## src/rtl/mfcc_match_sched.sv

```systemverilog
// Template-matching scan controller: streams query/template coefficient
// differences into an external squarer, accumulates distances, keeps the minimum.
module mfcc_match_sched #(
   parameter int NUM_TPL  = 4,
   parameter int NUM_COEF = 13,
   parameter int MUL_LAT  = 3,
   parameter int DIST_W   = 38
) (
   input  logic                                        clk,
   input  logic                                        rst,
   input  logic                                        start,
   input  logic [NUM_TPL-1:0]                          tpl_mask,
   input  logic [DIST_W-1:0]                           threshold,
   output logic [$clog2(NUM_COEF)-1:0]                 q_addr,
   input  logic signed [15:0]                          q_data,
   output logic [$clog2(NUM_TPL)+$clog2(NUM_COEF)-1:0] t_addr,
   input  logic signed [15:0]                          t_data,
   output logic signed [16:0]                          mul_a,
   input  logic [33:0]                                 mul_p,
   output logic                                        busy,
   output logic                                        done,
   output logic [$clog2(NUM_TPL+1)-1:0]                match_idx,
   output logic                                        match_valid,
   output logic [DIST_W-1:0]                           min_dist
);

   localparam int TW = $clog2(NUM_TPL);
   localparam int CW = $clog2(NUM_COEF);
   localparam int IW = $clog2(NUM_TPL+1);
   localparam int TD = 2 + MUL_LAT;

   typedef enum logic [2:0] {IDLE, ISSUE, DRAIN, COMPARE, SKIP, DONE} state_t;

   state_t              state;
   logic [TW-1:0]       tpl;
   logic [NUM_TPL-1:0]  mask_r;
   logic [DIST_W-1:0]   thr_r;
   logic [DIST_W-1:0]   best;
   logic [IW-1:0]       best_idx;
   logic [DIST_W-1:0]   acc;
   logic [TD-1:0]       tag;

   logic signed [16:0]  diff;
   logic [DIST_W:0]     acc_sum;
   logic [DIST_W-1:0]   acc_sat;
   logic [DIST_W-1:0]   best_nxt;
   logic [IW-1:0]       idx_nxt;
   logic                mv_nxt;
   logic                last_tpl;
   logic [TW-1:0]       nxt_tpl;

   always_comb begin
      diff     = {q_data[15], q_data} - {t_data[15], t_data};
      acc_sum  = {1'b0, acc} + (DIST_W+1)'(mul_p);
      acc_sat  = acc_sum[DIST_W] ? '1 : acc_sum[DIST_W-1:0];
      best_nxt = best;
      idx_nxt  = best_idx;
      // Strict compare keeps the lower index on ties.
      if (state == COMPARE && acc < best) begin
         best_nxt = acc;
         idx_nxt  = IW'(tpl);
      end
      mv_nxt   = (idx_nxt != IW'(NUM_TPL)) && (best_nxt <= thr_r);
      last_tpl = (tpl == TW'(NUM_TPL-1));
      nxt_tpl  = tpl + 1'b1;
   end

   // Datapath: tag pipeline tracks each issued address through RAM and squarer.
   always_ff @(posedge clk) begin
      if (rst) begin
         tag   <= '0;
         mul_a <= '0;
         acc   <= '0;
      end else begin
         tag   <= {tag[TD-2:0], state == ISSUE};
         mul_a <= tag[0] ? diff : '0;
         if (state == COMPARE)
            acc <= '0;
         else if (tag[TD-1])
            acc <= acc_sat;
      end
   end

   always_ff @(posedge clk) begin
      if (rst) begin
         state       <= IDLE;
         tpl         <= '0;
         mask_r      <= '0;
         thr_r       <= '0;
         best        <= '1;
         best_idx    <= IW'(NUM_TPL);
         q_addr      <= '0;
         t_addr      <= '0;
         busy        <= 1'b0;
         done        <= 1'b0;
         match_idx   <= IW'(NUM_TPL);
         match_valid <= 1'b0;
         min_dist    <= '1;
      end else begin
         done <= 1'b0;
         case (state)
            IDLE: if (start) begin
               mask_r   <= tpl_mask;
               thr_r    <= threshold;
               tpl      <= '0;
               best     <= '1;
               best_idx <= IW'(NUM_TPL);
               q_addr   <= '0;
               t_addr   <= '0;
               busy     <= 1'b1;
               state    <= tpl_mask[0] ? ISSUE : SKIP;
            end
            ISSUE: begin
               if (q_addr == CW'(NUM_COEF-1)) begin
                  state <= DRAIN;
               end else begin
                  q_addr <= q_addr + 1'b1;
                  t_addr <= {tpl, q_addr + 1'b1};
               end
            end
            DRAIN: if (tag == '0) state <= COMPARE;
            COMPARE, SKIP: begin
               best     <= best_nxt;
               best_idx <= idx_nxt;
               if (last_tpl) begin
                  state       <= DONE;
                  busy        <= 1'b0;
                  done        <= 1'b1;
                  min_dist    <= best_nxt;
                  match_valid <= mv_nxt;
                  match_idx   <= mv_nxt ? idx_nxt : IW'(NUM_TPL);
               end else begin
                  tpl    <= nxt_tpl;
                  q_addr <= '0;
                  t_addr <= {nxt_tpl, CW'(0)};
                  state  <= mask_r[nxt_tpl] ? ISSUE : SKIP;
               end
            end
            DONE:    state <= IDLE;
            default: state <= IDLE;
         endcase
      end
   end

endmodule

```

## config.mk

```make
export PLATFORM = sky130hd
export DESIGN_NAME = mfcc_match_sched
export DESIGN_NICKNAME = d
export VERILOG_FILES = /design/src/rtl/mfcc_match_sched.sv
export SDC_FILE = /design/constraint.sdc
export NUM_CORES = 1
export LEC_CHECK = 0
export ABC_AREA = 1
export ABC_CLOCK_PERIOD_IN_PS = 3800
export CORE_ASPECT_RATIO = 0.6
export CORE_MARGIN = 5
export CORE_UTILIZATION = 45
export CTS_CLUSTER_DIAMETER = 40
export CTS_CLUSTER_SIZE = 16
export DETAILED_ROUTE_END_ITERATION = 7
export GPL_ROUTABILITY_DRIVEN = 0
export PLACE_DENSITY = 0.68
export SLEW_MARGIN = 20
export SYNTH_ARGS = -nofsm -noshare
export SYNTH_HDL_FRONTEND = slang
export SYNTH_SLANG_ARGS = --single-unit
```

## constraint.sdc

```tcl
create_clock -name clk -period 3.8 [get_ports clk]
set_clock_uncertainty 0.05 [all_clocks]
set_input_delay 0.76 -clock clk [delete_from_list [all_inputs] [get_ports clk]]
set_output_delay 0.76 -clock clk [all_outputs]
set_load 0.03 [all_outputs]
```

==> summary.md, run 1 <==
| Metric | Value |
|---|---|
| Clk buf depth | 2 |
| Net count after synthesis | around 2000 |
| Cts bufs inserted | 17 |
| Clock-pin slew on the worst setup and hold paths | 0.07 ns |
| # IOs | about 180 |
| Drt first pass iters | 5 |
| Clock sink count | around 200 |
| Vias per Instance | 5.35 |
| GRT overflow | 0 |
| Synth warn | 0 |
| Cell row count | 46 |
| Fin crit share | 0.944 |
| # hold bufs at CTS | 0 |
| Slew Viols, Final | 0 |
| Top FF cell, synth | dfxtp_1 |
| Total core area | 26700 um2 |
| CTS tree | built |
| Worst endpoint data arrival time | 3.85 ns |
| Synth top area cells | dfxtp_1 (32%), ha_1 (13%), nand2_1 (12%) |
| Share of layout cells above drive strength 1 | 0.0693 |
| Status | finished, final reports clean |
| Initial antenna violation count | 0 |
| VDD IR max | 0.000223 V |
| Slew @ Worst Pin | 0.721 ns |
| Nets | 2207 |
| Starting Density | 0.461 |
| Non-Filler Instances | 2337 |
| WL/cell | between 15 and 20 um |
| Root Buffer | clkbuf_16 |
| Area share of the largest cell type after synthesis | 0.324 |
| Max-slew headroom | 0.519 |
| Max Fclk | about 0.28 GHz |
| DP HPWL | 30.7 mm |
| Pin count of the biggest net entering global routing | 84 |
| Critical Path Start Type | register |
| Seq cells post-synth | 199 |
| Crit path max fanout | 12 |
| Crit path capture type | register |
| Die Y | between 100 and 150 um |
| Top-count cell post-synth | nand2_1 |
| ANT nets after route | 0 |
| Via count | roughly 12000 |
| Post-layout minimum cycle time | 3.59 ns |
| EDFF count, synth | 0 |
| H-tree Lvls | 4 |
| Max-capacitance violation count | 0 |
| Leakage | 7.08 nW |
| CP required | 4.07 ns |
| Post-synth ARST share | 0 |
| # diodes | 0 |
| Distinct cells, synth | between 40 and 50 |
| Seq/Total Area, Yosys | 0.324 |
| Vias in the first global route | 11700 |
| Synthesized instance count | 1776 |
| PD cells | 398 nW/um2 |
| Hold slack | around 0.38 ns |
| Final hold violation count | 0 |
| GRT Total Usage | 0.247 |
| Crit Path Class | reg2reg |
| Average size of a mapped cell | around 6.9 um2 |
| Leading cell types by count after synthesis | nand2_1 (386), inv_1 (278), a21oi_1 (222) |
| HP Class | reg2reg |
| Die area | 30900 um2 |
| Placed instance count | 2301 |
| Synth area leader | dfxtp_1 |
| Mapped cell area | around 12000 um2 |
| Post-Route WL | 39.2 mm |
| Drt drc | 0 |
| Initial DRC Count | 1051 |
| PortBufs | 181 |
| Syn-to-layout area delta | 24.5% |
| Clock Latency Late Sink | 0.45 ns |
| First-pass GRT wire length | 62.0 mm |
| Setup violations, final | 0 |
| Die Wd | 224 um |
[cell usage in the layout, fill, tap and decap left out, types with 2 or more instances in the layout]
| master | synthesis | layout |
|---|---|---|
| nand4_1 | 14 | 14 |
| nor2_1 | 120 | 113 |
| a21oi_2 | 0 | 2 |
| o211ai_1 | 4 | 4 |
| a21boi_0 | 3 | 3 |
| dfxtp_1 | 199 | 197 |
| clkbuf_1 | 38 | 3 |
| buf_4 | 6 | 41 |
| dfxtp_2 | 0 | 2 |
| o22ai_1 | 38 | 38 |
| o21ai_0 | 147 | 143 |
| clkinv_4 | 1 | 2 |
| o21bai_1 | 7 | 7 |
| nand2_1 | 386 | 381 |
| o31ai_1 | 2 | 2 |
| nor3_1 | 13 | 12 |
| bufinv_16 | 0 | 2 |
| clkbuf_16 | 0 | 17 |
| clkbuf_8 | 0 | 2 |
| clkinv_2 | 0 | 3 |
| xor2_1 | 10 | 10 |
| nand2_2 | 0 | 4 |
| clkdlybuf4s50_1 | 0 | 180 |
| xnor2_1 | 14 | 14 |
| a21oi_1 | 222 | 220 |
| inv_1 | 278 | 278 |
| fa_1 | 2 | 2 |
| inv_2 | 2 | 2 |
| a31oi_1 | 11 | 11 |
| ha_1 | 128 | 128 |
| nor2_2 | 2 | 7 |
| o21a_1 | 6 | 6 |
| o21ai_2 | 35 | 36 |
| a21o_1 | 9 | 9 |
| nand3_1 | 53 | 52 |
| nor2_4 | 1 | 3 |
| a22oi_1 | 3 | 3 |
| o21ai_1 | 0 | 3 |
[routing by layer]
layer	track usage	wire [um]	vias up
met1	0.359	18600	5728
met2	0.358	16100	515
met3	0.0787	3940	39
li1	-	-	6217
met4	0.0544	609	0
met5	0	0	-
[sequential cells by signal, indices dropped and copies added (netlist names), 4 cells and up]
name      flops
acc          38
best         38
min_dist     38
thr_r        38
mul_a        17
tag           5
mask_r        4
q_addr        4
[worst paths after layout]
check / cells past startpoint / slack, ns / startpoint / to
setup / recovery: 27 / 0.21 / best[21] / match_idx[2]
hold / removal: 2 / 0.38 / tag[2] / tag[3]
setup reg to reg: 27 / 0.21 / best[21] / match_idx[2]
hold reg to reg: 2 / 0.38 / tag[2] / tag[3]
[through the flow]
| stage | power, mW | utilization | TNS [ns] | setup WS (ns) | area (um2) |
|---|---|---|---|---|---|
| finish | 6.10 | 0.574 | 0 | 0.214 | 15300 |
| global route | 6.47 | 0.574 | -0.0132 | -0.0132 | 15300 |
| CTS | 6.09 | 0.568 | 0 | 0.0284 | 15200 |
| detailed placement | 4.27 | 0.547 | -0.354 | -0.106 | 14600 |
| global placement | 4.22 | 0.547 | -0.438 | -0.135 | 14600 |
| floorplan | 3.67 | - | 0 | 0.836 | 12300 |
[power breakdown]
part           switching, mW  internal (mW)
Sequential             0.112           2.31
Combinational           1.18          0.675
Clock                  0.821          0.996
[what timing repair did]
| item | CTS | global route |
|---|---|---|
| gates cloned | 0 | 2 |
| setup endpoints to repair | 4 | 4 |
| resized for setup | 4 | 32 |
| setup buffers | 0 | 4 |
| pin swaps | 0 | 8 |
[kinds of logic (layout without fill, tap and decap cells)]
group | Yosys count | count (layout) | synth area share
xor+xnor | 24 | 24 | 0.0171
compound gates | 490 | 490 | 0.223
simple gates | 595 | 595 | 0.194
fa+ha+maj | 130 | 130 | 0.133
flops | 199 | 199 | 0.324
buf+inv | 338 | 539 | 0.109
[critical path: stages (launching register included)]
cell and delay (ns):
dfxtp_1 0.34, inv_1 0.07, ha_1 0.32, nand2_2 0.11, inv_1 0.05, nand2_1 0.05, nand2_1 0.07, a21oi_2 0.17
nand3_2 0.15, nand2_4 0.13, nand2_8 0.09, buf_4 0.18, inv_8 0.10, nand2_1 0.08, o21ai_2 0.10, ha_1 0.29
nand2_1 0.09, nand2_1 0.07, nand2_1 0.06, nand2_1 0.04, nand2_1 0.05, nand3_1 0.10, a21oi_2 0.26, nand3_1 0.13
nand2_2 0.12, nand2_1 0.06, nand2_1 0.05, nand3_1 0.06
[cell type report]
cell class	instances	area, um2
multi-input combinational	1239	7060
clock inverter	8	100
timing repair buffer	225	2180
clock buffer	22	464
sequential	199	3990
inverter	282	1070
timing repair inverter	2	20.0
tap	360	450
fill	2574	11400
Power figures use the tool's default switching activity.
==> run 2: changes to the inputs <==
CORE_MARGIN = 10   (was 5)
SKIP_LAST_GASP = 1   (was unset)
==> run 2 against run 1 <==
- non-clock buffer count increased by 5
- die area increased by 12%
- via count decreased by 1.5%
- worst hold slack got worse by 0.014 ns
- critical endpoint is now match_idx[1]
- largest cell class unchanged
==> summary.md, run 2 (same netlist as run 1, synthesis figures left out) <==
| Metric | Value |
|---|---|
| Cell row count | 46 (unchanged) |
| Crit Path Class | reg2reg (unchanged) |
| CP required | 4.14 ns (was 4.07 ns) |
| Crit path max-delay family | compound AO/OA/AOI/OAI gates (was simple AND/OR/NAND/NOR gates) |
| Pin count of the biggest net entering global routing | 84 (unchanged) |
| Combinational share of power | 0.302 (was 0.304) |
| VDD IR max | 0.000242 V (was 0.000223 V) |
| Fin crit share | 0.936 (was 0.944) |
| Via count | 12300 (was 12500) |
| Final hold violation count | 0 (unchanged) |
| Total core area | 26600 um2 (was 26700 um2) |
| Placed instance count | 2304 (was 2301) |
| Die Y | 148 um (was 138 um) |
| Total power draw | 6.12 mW (was 6.10 mW) |
| Die Wd | 234 um (was 224 um) |
| Hold slack | 0.370 ns (was 0.385 ns) |
| Switching share of power | 0.350 (was 0.346) |
| Area of placed instances | 14600 um2 (about the same) |
| Cell Int Power | 3.98 mW (was 3.99 mW) |
| # diodes | 0 (unchanged) |
| Setup violations, final | 0 (unchanged) |
| Max-capacitance violation count | 0 (unchanged) |
| Root Buffer | clkbuf_16 (unchanged) |
| Worst Min Path Start | tag[2] (unchanged) |
| Crit path max fanout | 26 (was 12) |
| Worst Reg-to-Reg Cells | 20 (was 27) |
| Worst path max stage delay | 0.39 ns (was 0.34 ns) |
| Max-slew headroom | 0.530 (was 0.519) |
| CP Cell Sequence | inv_1, ha_1, a21o_1, nor2_1, nand2_1, nand2_1, nand3_2, nand2_2, nand2_4, buf_8, o21ai_0, ha_1, a21oi_1, o21a_1, nand2_1, a21oi_1, nand3_1, nand2_2, nand4_1, a21oi_1 |
| Status | finished, final reports clean (unchanged) |
| # IOs | 182 (unchanged) |
| H-tree Lvls | 4 (unchanged) |
| GRT overflow | 0 (unchanged) |
| Leakage | 7.12 nW (was 7.08 nW) |
| Die area | 34600 um2 (was 30900 um2) |
| PortBufs | 181 (unchanged) |
| Clock power share | 0.302 (was 0.298) |
| Post-Route WL | 39.7 mm (was 39.2 mm) |
| Drt drc | 0 (unchanged) |
| Drt first pass iters | 5 (unchanged) |
| Worst Hold Depth | 2 (unchanged) |
| Design area | 15400 um2 (was 15300 um2) |
| Initial DRC Count | 1126 (was 1051) |
| R2r endpoint | match_idx[1] (was match_idx[2]) |
| Hold endpoint | tag[3] (unchanged) |
| Clk buf depth | 2 (unchanged) |
| Post-layout minimum cycle time | 3.56 ns (was 3.59 ns) |
| Reg2Reg Setup Slack | 0.24 ns (was 0.21 ns) |
| ANT nets after route | 0 (unchanged) |
| Cts bufs inserted | 17 (unchanged) |
| CP max-delay cell | o21ai_0 (was dfxtp_1) |
| HP Class | reg2reg (unchanged) |
| Worst endpoint data arrival time | 3.89 ns (was 3.85 ns) |
| FF-to-FF Start | best[13] (was best[21]) |
| Initial antenna violation count | 0 (unchanged) |
| WL/cell | 16.9 um (was 16.8 um) |
| DP HPWL | 31.2 mm (was 30.7 mm) |
| Max Fclk | 0.281 GHz (was 0.279 GHz) |
| Nets | 2212 (was 2207) |
| First-pass GRT wire length | 62.1 mm (was 62.0 mm) |
| # hold bufs at CTS | 0 (unchanged) |
| Critical Path Start Type | register (unchanged) |
| Share of layout cells above drive strength 1 | 0.0691 (was 0.0693) |
| Non-Filler Instances | 2344 (was 2337) |
| Vias per Instance | 5.25 (was 5.35) |
| Slew @ Worst Pin | 0.704 ns (was 0.721 ns) |
| Commonest cells after routing, fill and taps aside | nand2_1 (380), inv_1 (278), a21oi_1 (222), dfxtp_1 (199), clkdlybuf4s50_1 (180) (was nand2_1 (381), inv_1 (278), a21oi_1 (220), dfxtp_1 (197), clkdlybuf4s50_1 (180)) |
| Buffers & Inverters on Critical Path | 2 (was 4) |
| Starting Density | 0.462 (was 0.461) |
| Clock-pin slew on the worst setup and hold paths | 0.07 ns (about the same) |
| CTS tree | built (unchanged) |
| Crit path capture type | register (unchanged) |
| PD cells | 398 nW/um2 (about the same) |
| Clock Latency Late Sink | 0.46 ns (was 0.45 ns) |
| GRT Total Usage | 0.225 (was 0.247) |
| Vias in the first global route | 11600 (was 11700) |
| Clock sink count | 199 (unchanged) |
| Slew Viols, Final | 0 (unchanged) |
| Sequential Power Share | 0.396 (was 0.398) |
| Syn-to-layout area delta | 24.8% (was 24.5%) |
| Most common cell after layout, fill and taps aside | nand2_1 (unchanged) |
| Switching power | 2.14 mW (was 2.11 mW) |
==> run 2: cell types whose count changed in the layout (fill, tap and decap cells not counted), moves of 3 or more <==
| cell | previous run | this run |
|---|---|---|
| nor2_1 | 113 | 117 |
| o21ai_0 | 143 | 146 |
| buf_4 | 41 | 44 |
| inv_6 | 1 | 5 |
==> run 2: cell type report <==
type,count,area [um2]
Tap cell,360,450
Clock buffer,21,450
Inverter,282,1070
Timing Repair Buffer,230,2240
Clock inverter,11,121
Fill cell,2526,11300
Sequential cell,199,3980
Multi-Input combinational cell,1239,7040
Timing Repair inverter,2,17.5
==> run 2: power by group through the flow <==
stage	Sequential [mW]	Clock, mW	Combinational, mW
floorplan	2.53	0	1.15
global placement	2.46	0	1.76
detailed placement	2.47	0	1.80
CTS	2.42	1.87	1.81
global route	2.45	1.95	2.09
finish	2.42	1.85	1.85
==> run 2: what timing repair did <==
action | in CTS | in global routing
resized for setup | 1 | 19
setup buffers | 0 | 4
setup endpoints to repair | 4 | 4
pin swaps | 0 | 7
gates cloned | 0 | 4
==> run 2: through the flow <==
step	TNS [ns]	utilization	setup WS (ns)
after floorplan	0	-	0.836
after global placement	-0.0000631	0.549	-0.0000631
after detailed placement	-0.116	0.549	-0.0483
after CTS	0	0.571	0.0167
after global routing	-0.00327	0.577	-0.00256
final	0	0.577	0.244
==> run 2: routing by layer <==
layer,global-route usage,vias up,part of all wire
met5,0,-,0
met4,0.0520,0,0.014
met3,0.0718,34,0.10
met2,0.334,475,0.41
met1,0.310,5581,0.47
li1,-,6224,-
==> run 2: tightest hold or removal path, stage by stage, from the launching register on <==
cell and delay (ns):
dfxtp_1 0.31, inv_1 0.05, nor2_1 0.03
==> run 2: how the worst max path moves through the flow <==
stage	startpoint	to	slack (ns)	cells past startpoint
final	best[13]	match_idx[1]	0.24	20
after global routing	best[11]	match_idx[1]	-0.003	28
after CTS	best[13]	match_idx[1]	0.02	24
after detailed placement	best[13]	match_idx[1]	-0.05	24
after global placement	best[21]	match_idx[1]	-0.00006	24
after floorplan	best[37]	match_idx[2]	0.84	22
==> run 3: changes to the inputs <==
CORE_MARGIN = 8   (was 10)
==> run 3 against run 2 <==
- worst setup slack worse by 0.014 ns
- via count is 1.2% higher
- utilization is 1.6 points lower
- die area is 4.4% lower
- sequential share of layout area is 0.18 points higher
- critical path depth is 5 higher
- maximum frequency is 0.40% lower
- combinational power hardly changed
- wire length is 1.2% lower
- non-clock buffer count is 10 lower
- clock-buffer cell count is 2 higher
- clock power is 2% lower
==> summary.md, run 3 (same netlist as run 1, synthesis figures left out) <==
| Metric | Value |
|---|---|
| Leakage | 7.04 nW (was 7.12 nW) |
| Cts bufs inserted | 17 (unchanged) |
| # diodes | 0 (unchanged) |
| Multi-input gate area | 7060 um2 (was 7040 um2) |
| Area of placed instances | 14600 um2 (about the same) |
| FILL cells | 2659 (was 2526) |
| Design area | 15300 um2 (was 15400 um2) |
| Non-Filler Instances | 2337 (was 2344) |
| Slew @ Worst Pin | 0.773 ns (was 0.704 ns) |
| CTS tree | built (unchanged) |
| Initial antenna violation count | 0 (unchanged) |
| Root Buffer | clkbuf_16 (unchanged) |
| Starting Density | 0.452 (was 0.462) |
| Critical Path Start Type | register (unchanged) |
| ANT nets after route | 0 (unchanged) |
| CP max-delay cell | dfxtp_1 (was o21ai_0) |
| Worst Reg-to-Reg Cells | 25 (was 20) |
| PortBufs | 181 (unchanged) |
| Fin crit share | 0.940 (was 0.936) |
| Hold slack | 0.379 ns (was 0.370 ns) |
| Vias per Instance | 5.33 (was 5.25) |
| Cell mode on critical path | nand2_1 |
| # IOs | 182 (unchanged) |
| Final worst slack | 0.229 ns (was 0.244 ns) |
| Commonest cells after routing, fill and taps aside | nand2_1 (382), inv_1 (278), a21oi_1 (220), dfxtp_1 (199), clkdlybuf4s50_1 (180) (was nand2_1 (380), inv_1 (278), a21oi_1 (222), dfxtp_1 (199), clkdlybuf4s50_1 (180)) |
| Die Wd | 230 um (was 234 um) |
| Worst Setup EP | match_idx[2] (was match_idx[1]) |
| Pin count of the biggest net entering global routing | 84 (unchanged) |
| Share of layout cells above drive strength 1 | 0.0640 (was 0.0691) |
| GRT overflow | 0 (unchanged) |
| Final setup TNS | 0 ns (unchanged) |
| DP Worst Slack | -0.00512 ns (was -0.0483 ns) |
| Most common cell after layout, fill and taps aside | nand2_1 (unchanged) |
| Reg2Reg Setup Slack | 0.23 ns (was 0.24 ns) |
| Crit. Startpoint | best[19] (was best[13]) |
| Die Y | 144 um (was 148 um) |
| Initial DRC Count | 1028 (was 1126) |
| Reg area | 3980 um2 (unchanged) |
| DP HPWL | 31.1 mm (was 31.2 mm) |
| Post-layout minimum cycle time | 3.57 ns (was 3.56 ns) |
| Final hold violation count | 0 (unchanged) |
| Crit Path Class | reg2reg (unchanged) |
| Placed instance count | 2306 (was 2304) |
| WL/cell | 16.8 um (was 16.9 um) |
| Worst path max stage delay | 0.33 ns (was 0.39 ns) |
| H-tree Lvls | 4 (unchanged) |
| Cell row count | 47 (was 46) |
| Worst endpoint data arrival time | 3.84 ns (was 3.89 ns) |
| Max-capacitance violation count | 0 (unchanged) |
| HP Class | reg2reg (unchanged) |
| Max Fclk | 0.280 GHz (was 0.281 GHz) |
| Total core area | 27200 um2 (was 26600 um2) |
| Clock-pin slew on the worst setup and hold paths | 0.07 ns (about the same) |
| FF-to-FF Start | best[19] (was best[13]) |
| First-pass GRT wire length | 61.6 mm (was 62.1 mm) |
| Clk buf depth | 2 (unchanged) |
| Max-slew headroom | 0.479 (was 0.530) |
| Nets | 2200 (was 2212) |
| GRT Total Usage | 0.232 (was 0.225) |
| CP required | 4.07 ns (was 4.14 ns) |
| R2r endpoint | match_idx[2] (was match_idx[1]) |
| Final Core Density | 0.561 (was 0.577) |
| Clock sink count | 199 (unchanged) |
| Slew Viols, Final | 0 (unchanged) |
| Total power draw | 6.09 mW (was 6.12 mW) |
| Crit path max fanout | 19 (was 26) |
| Clock Latency Late Sink | 0.45 ns (was 0.46 ns) |
| Vias in the first global route | 11700 (was 11600) |
| Post-Route WL | 39.2 mm (was 39.7 mm) |
| Setup violations, final | 0 (unchanged) |
| Status | finished, final reports clean (unchanged) |
| PD cells | 399 nW/um2 (was 398 nW/um2) |
| Syn-to-layout area delta | 24.0% (was 24.8%) |
| Via count | 12500 (was 12300) |
| Drt first pass iters | 8 (was 5) |
| Crit path capture type | register (unchanged) |
| VDD IR max | 0.000292 V (was 0.000242 V) |
| Drt drc | 0 (unchanged) |
| Die area | 33100 um2 (was 34600 um2) |
==> run 3: area by class of cell <==
| type | instances | area share |
|---|---|---|
| clock buffer | 23 | 0.0326 |
| clock inverter | 7 | 0.00451 |
| inverter | 282 | 0.0702 |
| multi-input combinational | 1239 | 0.462 |
| sequential | 199 | 0.261 |
| tap | 367 | 0.0301 |
| timing repair buffer | 220 | 0.139 |
==> run 3: how the worst min path moves through the flow <==
| stage | depth (start not counted) | end | slack (ns) | startpoint |
|---|---|---|---|---|
| floorplan | 2 | tag[3] | 0.35 | tag[2] |
| global placement | 2 | tag[3] | 0.36 | tag[2] |
| detailed placement | 2 | tag[3] | 0.37 | tag[2] |
| CTS | 2 | tag[3] | 0.38 | tag[2] |
| global route | 2 | tag[3] | 0.39 | tag[2] |
| finish | 2 | tag[3] | 0.38 | tag[2] |
==> run 3: critical path, delay by kind of cell, from the launching register on <==
family	cells	cell delay, ns
compound gates	4	0.59
fa+ha+maj	2	0.61
buf+inv	3	0.39
flops	1	0.33
simple gates	16	1.45
==> run 3: power by group <==
part           leakage, nW  switching, mW  internal [mW]  total, mW
Combinational         5.15           1.18          0.672       1.85
Clock                0.277          0.828          0.983       1.81
Sequential            1.62          0.112           2.31       2.43
==> run 3: timing repair <==
action                                  CTS  global route
endpoints found under the setup margin    4             4
buffers inserted                          0             1
pin swaps                                 0             4
hold buffers                              0             0
gates resized for setup                   1            21
==> run 3: routing by layer <==
layer | share of wire | up-vias | track usage
met1 | 0.47 | 5729 | 0.320
met4 | 0.014 | 0 | 0.0548
li1 | - | 6204 | -
met5 | 0 | - | 0
met3 | 0.10 | 41 | 0.0729
met2 | 0.42 | 482 | 0.350
